### src/rtl/monitor_stimulus_player.sv
// monitor_stimulus_player
// Replays timed events {delta, mask, data, last} queued by a host into a
// generated monitor. Each event fires at its scheduled tick as a one-cycle
// strobe on new_input together with the lane values on input_data.
// Build option: define STIM_HOLD_DATA_EN to let input_data keep the last fired
// value per lane on non-fire cycles and on unmasked lanes. Without it,
// input_data is zero whenever a lane is not being fired.
module monitor_stimulus_player #(
    parameter int NUM_CH  = 2,
    parameter int DATA_W  = 64,
    parameter int DELTA_W = 32,
    parameter int DEPTH   = 16
) (
    input  logic                     clk,
    input  logic                     rst,
    input  logic                     en,
    input  logic                     start,
    input  logic                     ev_valid,
    output logic                     ev_ready,
    input  logic [DELTA_W-1:0]       ev_delta,
    input  logic [NUM_CH-1:0]        ev_mask,
    input  logic [NUM_CH*DATA_W-1:0] ev_data,
    input  logic                     ev_last,
    output logic [NUM_CH-1:0]        new_input,
    output logic [NUM_CH*DATA_W-1:0] input_data,
    output logic                     busy,
    output logic                     done,
    output logic                     underrun,
    output logic [31:0]              fired_count
);

    localparam int AW        = (DEPTH > 1) ? $clog2(DEPTH) : 1;
    localparam int CW        = AW + 1;
    localparam int DW_ALL    = NUM_CH * DATA_W;
    localparam int DATA_LSB  = 1;
    localparam int MASK_LSB  = DATA_LSB + DW_ALL;
    localparam int DELTA_LSB = MASK_LSB + NUM_CH;
    localparam int EW        = DELTA_LSB + DELTA_W;
    localparam logic [CW-1:0] DEPTH_C = CW'(DEPTH);

    typedef enum logic [1:0] {
        ST_IDLE = 2'd0,
        ST_RUN  = 2'd1,
        ST_DONE = 2'd2
    } state_t;

    // Event FIFO: entry layout is {delta, mask, data, last} with last at bit 0.
    logic [EW-1:0]      mem_q [DEPTH];
    logic [AW-1:0]      wr_ptr_q;
    logic [AW-1:0]      rd_ptr_q;
    logic [CW-1:0]      count_q;
    logic [CW-1:0]      count_d;
    logic               full_s;
    logic               empty_s;
    logic               push_s;
    logic               pop_s;

    logic [EW-1:0]      head_s;
    logic [DELTA_W-1:0] head_delta_s;
    logic [NUM_CH-1:0]  head_mask_s;
    logic [DW_ALL-1:0]  head_data_s;
    logic               head_last_s;

    // Replay control and registered outputs.
    state_t             state_q;
    state_t             state_d;
    logic [DELTA_W-1:0] elapsed_q;
    logic [DELTA_W-1:0] elapsed_d;
    logic [DELTA_W-1:0] eff_delta_s;
    logic               due_s;
    logic [NUM_CH-1:0]  new_input_q;
    logic [NUM_CH-1:0]  new_input_d;
    logic [DW_ALL-1:0]  input_data_q;
    logic [DW_ALL-1:0]  input_data_d;
    logic               underrun_q;
    logic               underrun_d;
    logic [31:0]        fired_q;
    logic [31:0]        fired_d;
    logic               busy_q;
    logic               done_q;
    logic               ev_ready_q;

    assign full_s  = (count_q == DEPTH_C);
    assign empty_s = (count_q == '0);
    assign push_s  = ev_valid && !full_s;
    assign pop_s   = due_s;

    assign head_s       = mem_q[rd_ptr_q];
    assign head_delta_s = head_s[DELTA_LSB +: DELTA_W];
    assign head_mask_s  = head_s[MASK_LSB +: NUM_CH];
    assign head_data_s  = head_s[DATA_LSB +: DW_ALL];
    assign head_last_s  = head_s[0];

    // A zero delta is treated as one so that events never merge into a single cycle.
    assign eff_delta_s = (head_delta_s == '0) ? DELTA_W'(1) : head_delta_s;
    assign due_s       = (state_q == ST_RUN) && en && !empty_s && (elapsed_q >= eff_delta_s);

    // FIFO occupancy: simultaneous push and pop leave the count unchanged.
    always_comb begin
        count_d = count_q;
        case ({push_s, pop_s})
            2'b10:   count_d = count_q + CW'(1);
            2'b01:   count_d = count_q - CW'(1);
            default: count_d = count_q;
        endcase
    end

    // FIFO storage write; contents need no reset because pointers define validity.
    always_ff @(posedge clk) begin
        if (push_s) begin
            mem_q[wr_ptr_q] <= {ev_delta, ev_mask, ev_data, ev_last};
        end
    end

    // FIFO pointers and count; reset flushes every queued event.
    always_ff @(posedge clk or posedge rst) begin
        if (rst) begin
            wr_ptr_q <= '0;
            rd_ptr_q <= '0;
            count_q  <= '0;
        end else begin
            if (push_s) begin
                wr_ptr_q <= wr_ptr_q + AW'(1);
            end
            if (pop_s) begin
                rd_ptr_q <= rd_ptr_q + AW'(1);
            end
            count_q <= count_d;
        end
    end

    // Next-state logic: replay state, elapsed tick counter, fire outputs, status.
    always_comb begin
        state_d     = state_q;
        elapsed_d   = elapsed_q;
        underrun_d  = underrun_q;
        fired_d     = fired_q;
        new_input_d = '0;
`ifdef STIM_HOLD_DATA_EN
        input_data_d = input_data_q;
`else
        input_data_d = '0;
`endif
        case (state_q)
            ST_IDLE, ST_DONE: begin
                if (start) begin
                    state_d    = ST_RUN;
                    elapsed_d  = '0;
                    underrun_d = 1'b0;
                    fired_d    = 32'd0;
                end else begin
                    state_d = state_q;
                end
            end
            ST_RUN: begin
                if (due_s) begin
                    new_input_d = head_mask_s;
                    for (int ch = 0; ch < NUM_CH; ch++) begin
                        if (head_mask_s[ch]) begin
                            input_data_d[ch*DATA_W +: DATA_W] = head_data_s[ch*DATA_W +: DATA_W];
                        end else begin
                            input_data_d[ch*DATA_W +: DATA_W] = input_data_d[ch*DATA_W +: DATA_W];
                        end
                    end
                    fired_d   = fired_q + 32'd1;
                    // The fire cycle itself is the first tick toward the next event.
                    elapsed_d = DELTA_W'(1);
                    if (elapsed_q > eff_delta_s) begin
                        underrun_d = 1'b1;
                    end else begin
                        underrun_d = underrun_q;
                    end
                    if (head_last_s) begin
                        state_d = ST_DONE;
                    end else begin
                        state_d = ST_RUN;
                    end
                end else if (en) begin
                    if (&elapsed_q) begin
                        elapsed_d = elapsed_q;
                    end else begin
                        elapsed_d = elapsed_q + DELTA_W'(1);
                    end
                end else begin
                    elapsed_d = elapsed_q;
                end
            end
            default: begin
                state_d = ST_IDLE;
            end
        endcase
    end

    // Replay FSM and all registered outputs.
    always_ff @(posedge clk or posedge rst) begin
        if (rst) begin
            state_q      <= ST_IDLE;
            elapsed_q    <= '0;
            underrun_q   <= 1'b0;
            fired_q      <= 32'd0;
            new_input_q  <= '0;
            input_data_q <= '0;
            busy_q       <= 1'b0;
            done_q       <= 1'b0;
            ev_ready_q   <= 1'b1;
        end else begin
            state_q      <= state_d;
            elapsed_q    <= elapsed_d;
            underrun_q   <= underrun_d;
            fired_q      <= fired_d;
            new_input_q  <= new_input_d;
            input_data_q <= input_data_d;
            busy_q       <= (state_d == ST_RUN);
            done_q       <= (state_d == ST_DONE);
            ev_ready_q   <= (count_d != DEPTH_C);
        end
    end

    assign ev_ready    = ev_ready_q;
    assign new_input   = new_input_q;
    assign input_data  = input_data_q;
    assign busy        = busy_q;
    assign done        = done_q;
    assign underrun    = underrun_q;
    assign fired_count = fired_q;

endmodule

### config.mk
export PLATFORM = sky130hd
export DESIGN_NAME = monitor_stimulus_player
export DESIGN_NICKNAME = d
export VERILOG_FILES = /design/src/rtl/monitor_stimulus_player.sv
export SDC_FILE = /design/constraint.sdc
export NUM_CORES = 2
export LEC_CHECK = 0
export BUFFER_PORTS_ARGS = -buffer_cell sky130_fd_sc_hd__buf_2
export CAP_MARGIN = 30
export CORE_MARGIN = 2
export CORE_UTILIZATION = 48
export CTS_CLUSTER_DIAMETER = 200
export CTS_CLUSTER_SIZE = 24
export DETAILED_ROUTE_END_ITERATION = 10
export HOLD_SLACK_MARGIN = 0.08
export PLACE_DENSITY = 0.73
export SLEW_MARGIN = 20
export SYNTH_ARGS = -nofsm -noshare
export SYNTH_HDL_FRONTEND = slang
export SYNTH_SLANG_ARGS = --single-unit
### constraint.sdc
create_clock -name clk -period 16 [get_ports clk]
set_clock_uncertainty 0.2 [all_clocks]
set_input_delay 2.4 -clock clk [delete_from_list [all_inputs] [get_ports clk]]
set_output_delay 2.4 -clock clk [all_outputs]
set_load 0.01 [all_outputs]
==> summary.md <==
In this run the vertical extent of the chip is 477 µm. At the end of the flow, the number of nets in the layout was 5,210. Overall global routing resource usage: 21.8%.

The highest-delay cell along the critical path is dfrtp_4. The number of buffers on the longest clock path is 3, and the number of library cell types mapped by synthesis is 62. In this run the worst hold path is classified as reg -> reg.

The logs give 0 for the post-CTS repair timing setup buffer count and 0.819 for the weighted congestion at the end of routability-driven global placement. For the initial antenna violation count, the log shows 92. Data on the critical path is required at its endpoint by 16.58 ns. The internal portion of the total power is 12.0 mW.

The worst endpoint data arrival time is 9.73 ns, and the average instance area after synthesis is 23.0 µm². After synthesis, the largest family of logic cells by area is multiplexers. The clock tree root buffer cell was clkbuf_16. Total count of hold-check failures in the final report: 0. Of the cells placed in the final design, the portion with a size suffix greater than 1 is 26.9%. The post-synthesis async set-or-reset flop share works out to 7.55%.

The run finished with clean final reports. Ranked by total cell area, the synthesized netlist is headed by edfxtp_1 73%, mux4_2 15%, dfrtp_1 4.9%. Gates resized during post-CTS repair numbered 0. The portion of the post-synthesis area used by sequential elements came out at 78.0%. The share of the synthesized area in compound gates (AO/OA/AOI/OAI) is 1.61%. The worst setup path is launched from a flop. The final-report max-slew violation count is 0. Summing the areas of all and, or, nand and nor instances in the mapped netlist gives 2.07% of the synthesized area. TritonCTS built the clock tree. Net switching is 26.5% of the power. Via count of the first global-routing pass: 50,200. Share of the cycle needed by the critical path after routing: 57.2%.

The most instantiated library cell after synthesis was edfxtp_1. The run gives 52.7% as the core occupancy in the finished layout. The synthesized netlist devotes 0.521% of its cell area to adder and majority cells. In this run, CTS created clock tree buffers numbering 135. Entering global routing, the biggest net connects 150 pins. For the pin with the worst max-slew slack, the measured transition is 1.11 ns. DRC marker count from the first detailed-route iteration: 6,531.

In the synthesized netlist, the number of instances is 4,653. The worst relative slew slack was 26.1%; the detailed-route via count was 50,200. The synthesized design devotes to its leading area cell type 73.1% of total area. Of all nets on the critical path, the largest fanout is 91. The clock network burns 23.8% of the power. During placement, the flow inserted port buffers numbering 333.

For the core area, the log shows 222,000 µm². The synthesized design spends more area on one cell type than any other, namely edfxtp_1. By startpoint and endpoint, the worst setup path is classified as reg -> reg. The Yosys step of the flow raised 0 warnings. The post-cts hold buffer count came out at 0. The post-synthesis xor/xnor area fraction is 0.237%, and the netlist area before placement is 107,000 µm².

In this run the cell area measured after placement is 113,000 µm². From synthesis to final layout, the design area changed by 9.14%. The net switching power is 4.31 mW. The final layout contains routed wiring with a total length of 248 mm. For the reported max-cap violation count, the log shows 0. The post-layout instance area was 117,000 µm². The DRC violation count after routing came out at 0. The first TritonRoute pass finished after 6 iterations. Combinational logic is responsible for 21.1% of the overall power. The wire-length estimate of the detail-placed layout is 133 mm. The most used flip-flop cell after synthesis is edfxtp_1. Setup repair after global routing left no endpoint under its margin. The logs give 359 mm for the wire length of the first global-routing pass and 4 for the level count of the clock H-tree. Setup violations remaining at the end of the flow were counted as 0. Once the floorplan was initialized, standard cells occupied 48.3% of the core.

The run gives 0.121 mV as the maximum VDD drop. The commonest cells after synthesis are 2,608 x edfxtp_1, 727 x mux4_2, 212 x dfrtp_1. Row generation in the floorplan step produced 173 rows.

The analysis attributes to cell leakage a power of 37.6 nW. After detailed routing, the number of vias per cell comes to 6.20. For this run, the slowest stage of the critical path takes 0.91 ns. For this design the ratio of total power to cell area is 139 nW/µm². Counting flops with a built-in enable in the synthesized netlist gives 2,608. The clock edge transition at the registers on the reported setup and hold paths works out to 0.11 ns.

The register bit total from synthesis was 2,821; the remaining number of nets flagged by the antenna check after routing was 0. CTS saw 2,821 sinks. The area enclosed by the die boundary came out at 227,000 µm². For the total grt overflow, the log shows 0. Clock latency on the worst-skew pair, taken at its later pin, is 0.84 ns. The fmax is 109 MHz, and the final setup TNS is 0 ns.

Subtracting the final worst setup slack from the clock period gives 9.16 ns. Counting every net in the synthesized netlist gives 4,865. The average detailed-routed wire length per instance is 30.7 µm, and the horizontal extent of the die is 477 µm.

The sequential share of power was 55.2%; the post-synthesis mux area share was 16.4%. The tools report the critical path endpoint category as a flop. During I/O placement, the number of pins put on the boundary was 334.
==> cells in the final DEF, fill, tap and decap left out, types with 5 or more instances in the layout <==
cell type	n
or3_1	10
nor3_1	13
a21o_1	10
a221oi_1	87
nand2b_1	6
nand4_1	24
o31ai_1	26
mux4_2	725
ha_1	43
dfrtp_1	209
edfxtp_1	2608
buf_16	12
clkbuf_16	137
buf_12	12
buf_4	95
and4_1	7
diode_2	22
clkbuf_1	95
inv_6	7
nand2_1	65
nor2_4	14
xnor2_1	27
nor2b_1	5
nor2_1	40
nor4_1	10
o21ai_0	38
inv_1	32
o21a_1	15
or4_1	6
o211ai_1	5
buf_2	334
mux2i_1	117
and3_1	138
a21oi_1	30
nand3_1	37
==> cell families (layout without fill, tap and decap cells) <==
group	count (synthesis)	count (layout)
AOI/OAI and AO/OA	232	232
xor gates and xnor gates	29	29
adders and majority gates	44	44
buffers and inverters	280	734
DFF	2821	2821
muxes	845	845
other	0	22
and+or+nand+nor	402	402
==> worst paths after layout <==
| kind | startpoint | to | slack [ns] | depth (start not counted) |
|---|---|---|---|---|
| worst max register to register | rd_ptr_q[1] | ev_ready | 6.84 | 27 |
| min in group asynchronous | rst | input_data[12] | 1.45 | 2 |
| max in group asynchronous | rst | ev_ready | 12.21 | 5 |
| worst max-delay path | rd_ptr_q[1] | ev_ready | 6.84 | 27 |
| worst min-delay path | fired_count[7] | fired_count[7] | 0.34 | 1 |
| worst min register to register | fired_count[7] | fired_count[7] | 0.34 | 1 |
==> power groups by stage <==
stage / clock (mW) / sequential (mW) / combinational [mW]
finish: 3.87 / 8.98 / 3.43
global route: 4.20 / 9.04 / 3.65
floorplan: 0 / 9.25 / 2.42
detailed placement: 0 / 9.15 / 3.45
global placement: 0 / 9.11 / 3.39
CTS: 3.95 / 8.99 / 3.46
==> flip-flops by register name, indices dropped and copies added, names as in the netlist <==
register     flops
new_input        2
ev_ready         1
busy             1
mem_q         2608
wr_ptr_q         4
fired_count     32
count_q          5
elapsed_q       32
underrun         1
rd_ptr_q         4
state_q          2
done             1
input_data     128
==> per-layer routing <==
metal	global-route usage (%)	wire length (µm)	up-vias
li1	-	-	20400
met4	4.58	4550	86
met2	34.0	119000	2268
met3	5.28	24800	356
met1	31.5	99600	27200
met5	0	548	-
==> area by class of cell <==
| type | count | area [µm²] |
|---|---|---|
| Multi-Input combinational cell | 1552 | 22500 |
| Clock buffer | 232 | 3780 |
| Inverter | 35 | 151 |
| Fill cell | 16700 | 105000 |
| Sequential cell | 2821 | 83700 |
| Timing Repair Buffer | 453 | 2960 |
| Tap cell | 2975 | 3720 |
| Clock inverter | 14 | 218 |
| Antenna cell | 22 | 55.1 |
==> critical path: cells and delay by family, from the launching register on <==
kind / cells / cell delay [ns]
xor gates and xnor gates: 1 / 0.17
adders and majority gates: 3 / 0.89
AOI/OAI and AO/OA: 11 / 2.52
buffers and inverters: 4 / 1.92
and+or+nand+nor: 8 / 2.36
DFF: 1 / 0.91
==> through the flow <==
stage | setup slack (ns) | power, mW | instances | hold slack [ns]
final | 6.84 | 16.3 | 8104 | 0.345
after global routing | 6.42 | 16.9 | 8089 | 0.366
after CTS | 6.92 | 16.4 | 8073 | 0.346
after detailed placement | 6.94 | 12.6 | 7827 | 0.322
after global placement | 6.94 | 12.5 | 7818 | 0.313
after floorplan | 0.988 | 11.7 | 4653 | 0.271
Power figures use the tool's default switching activity.
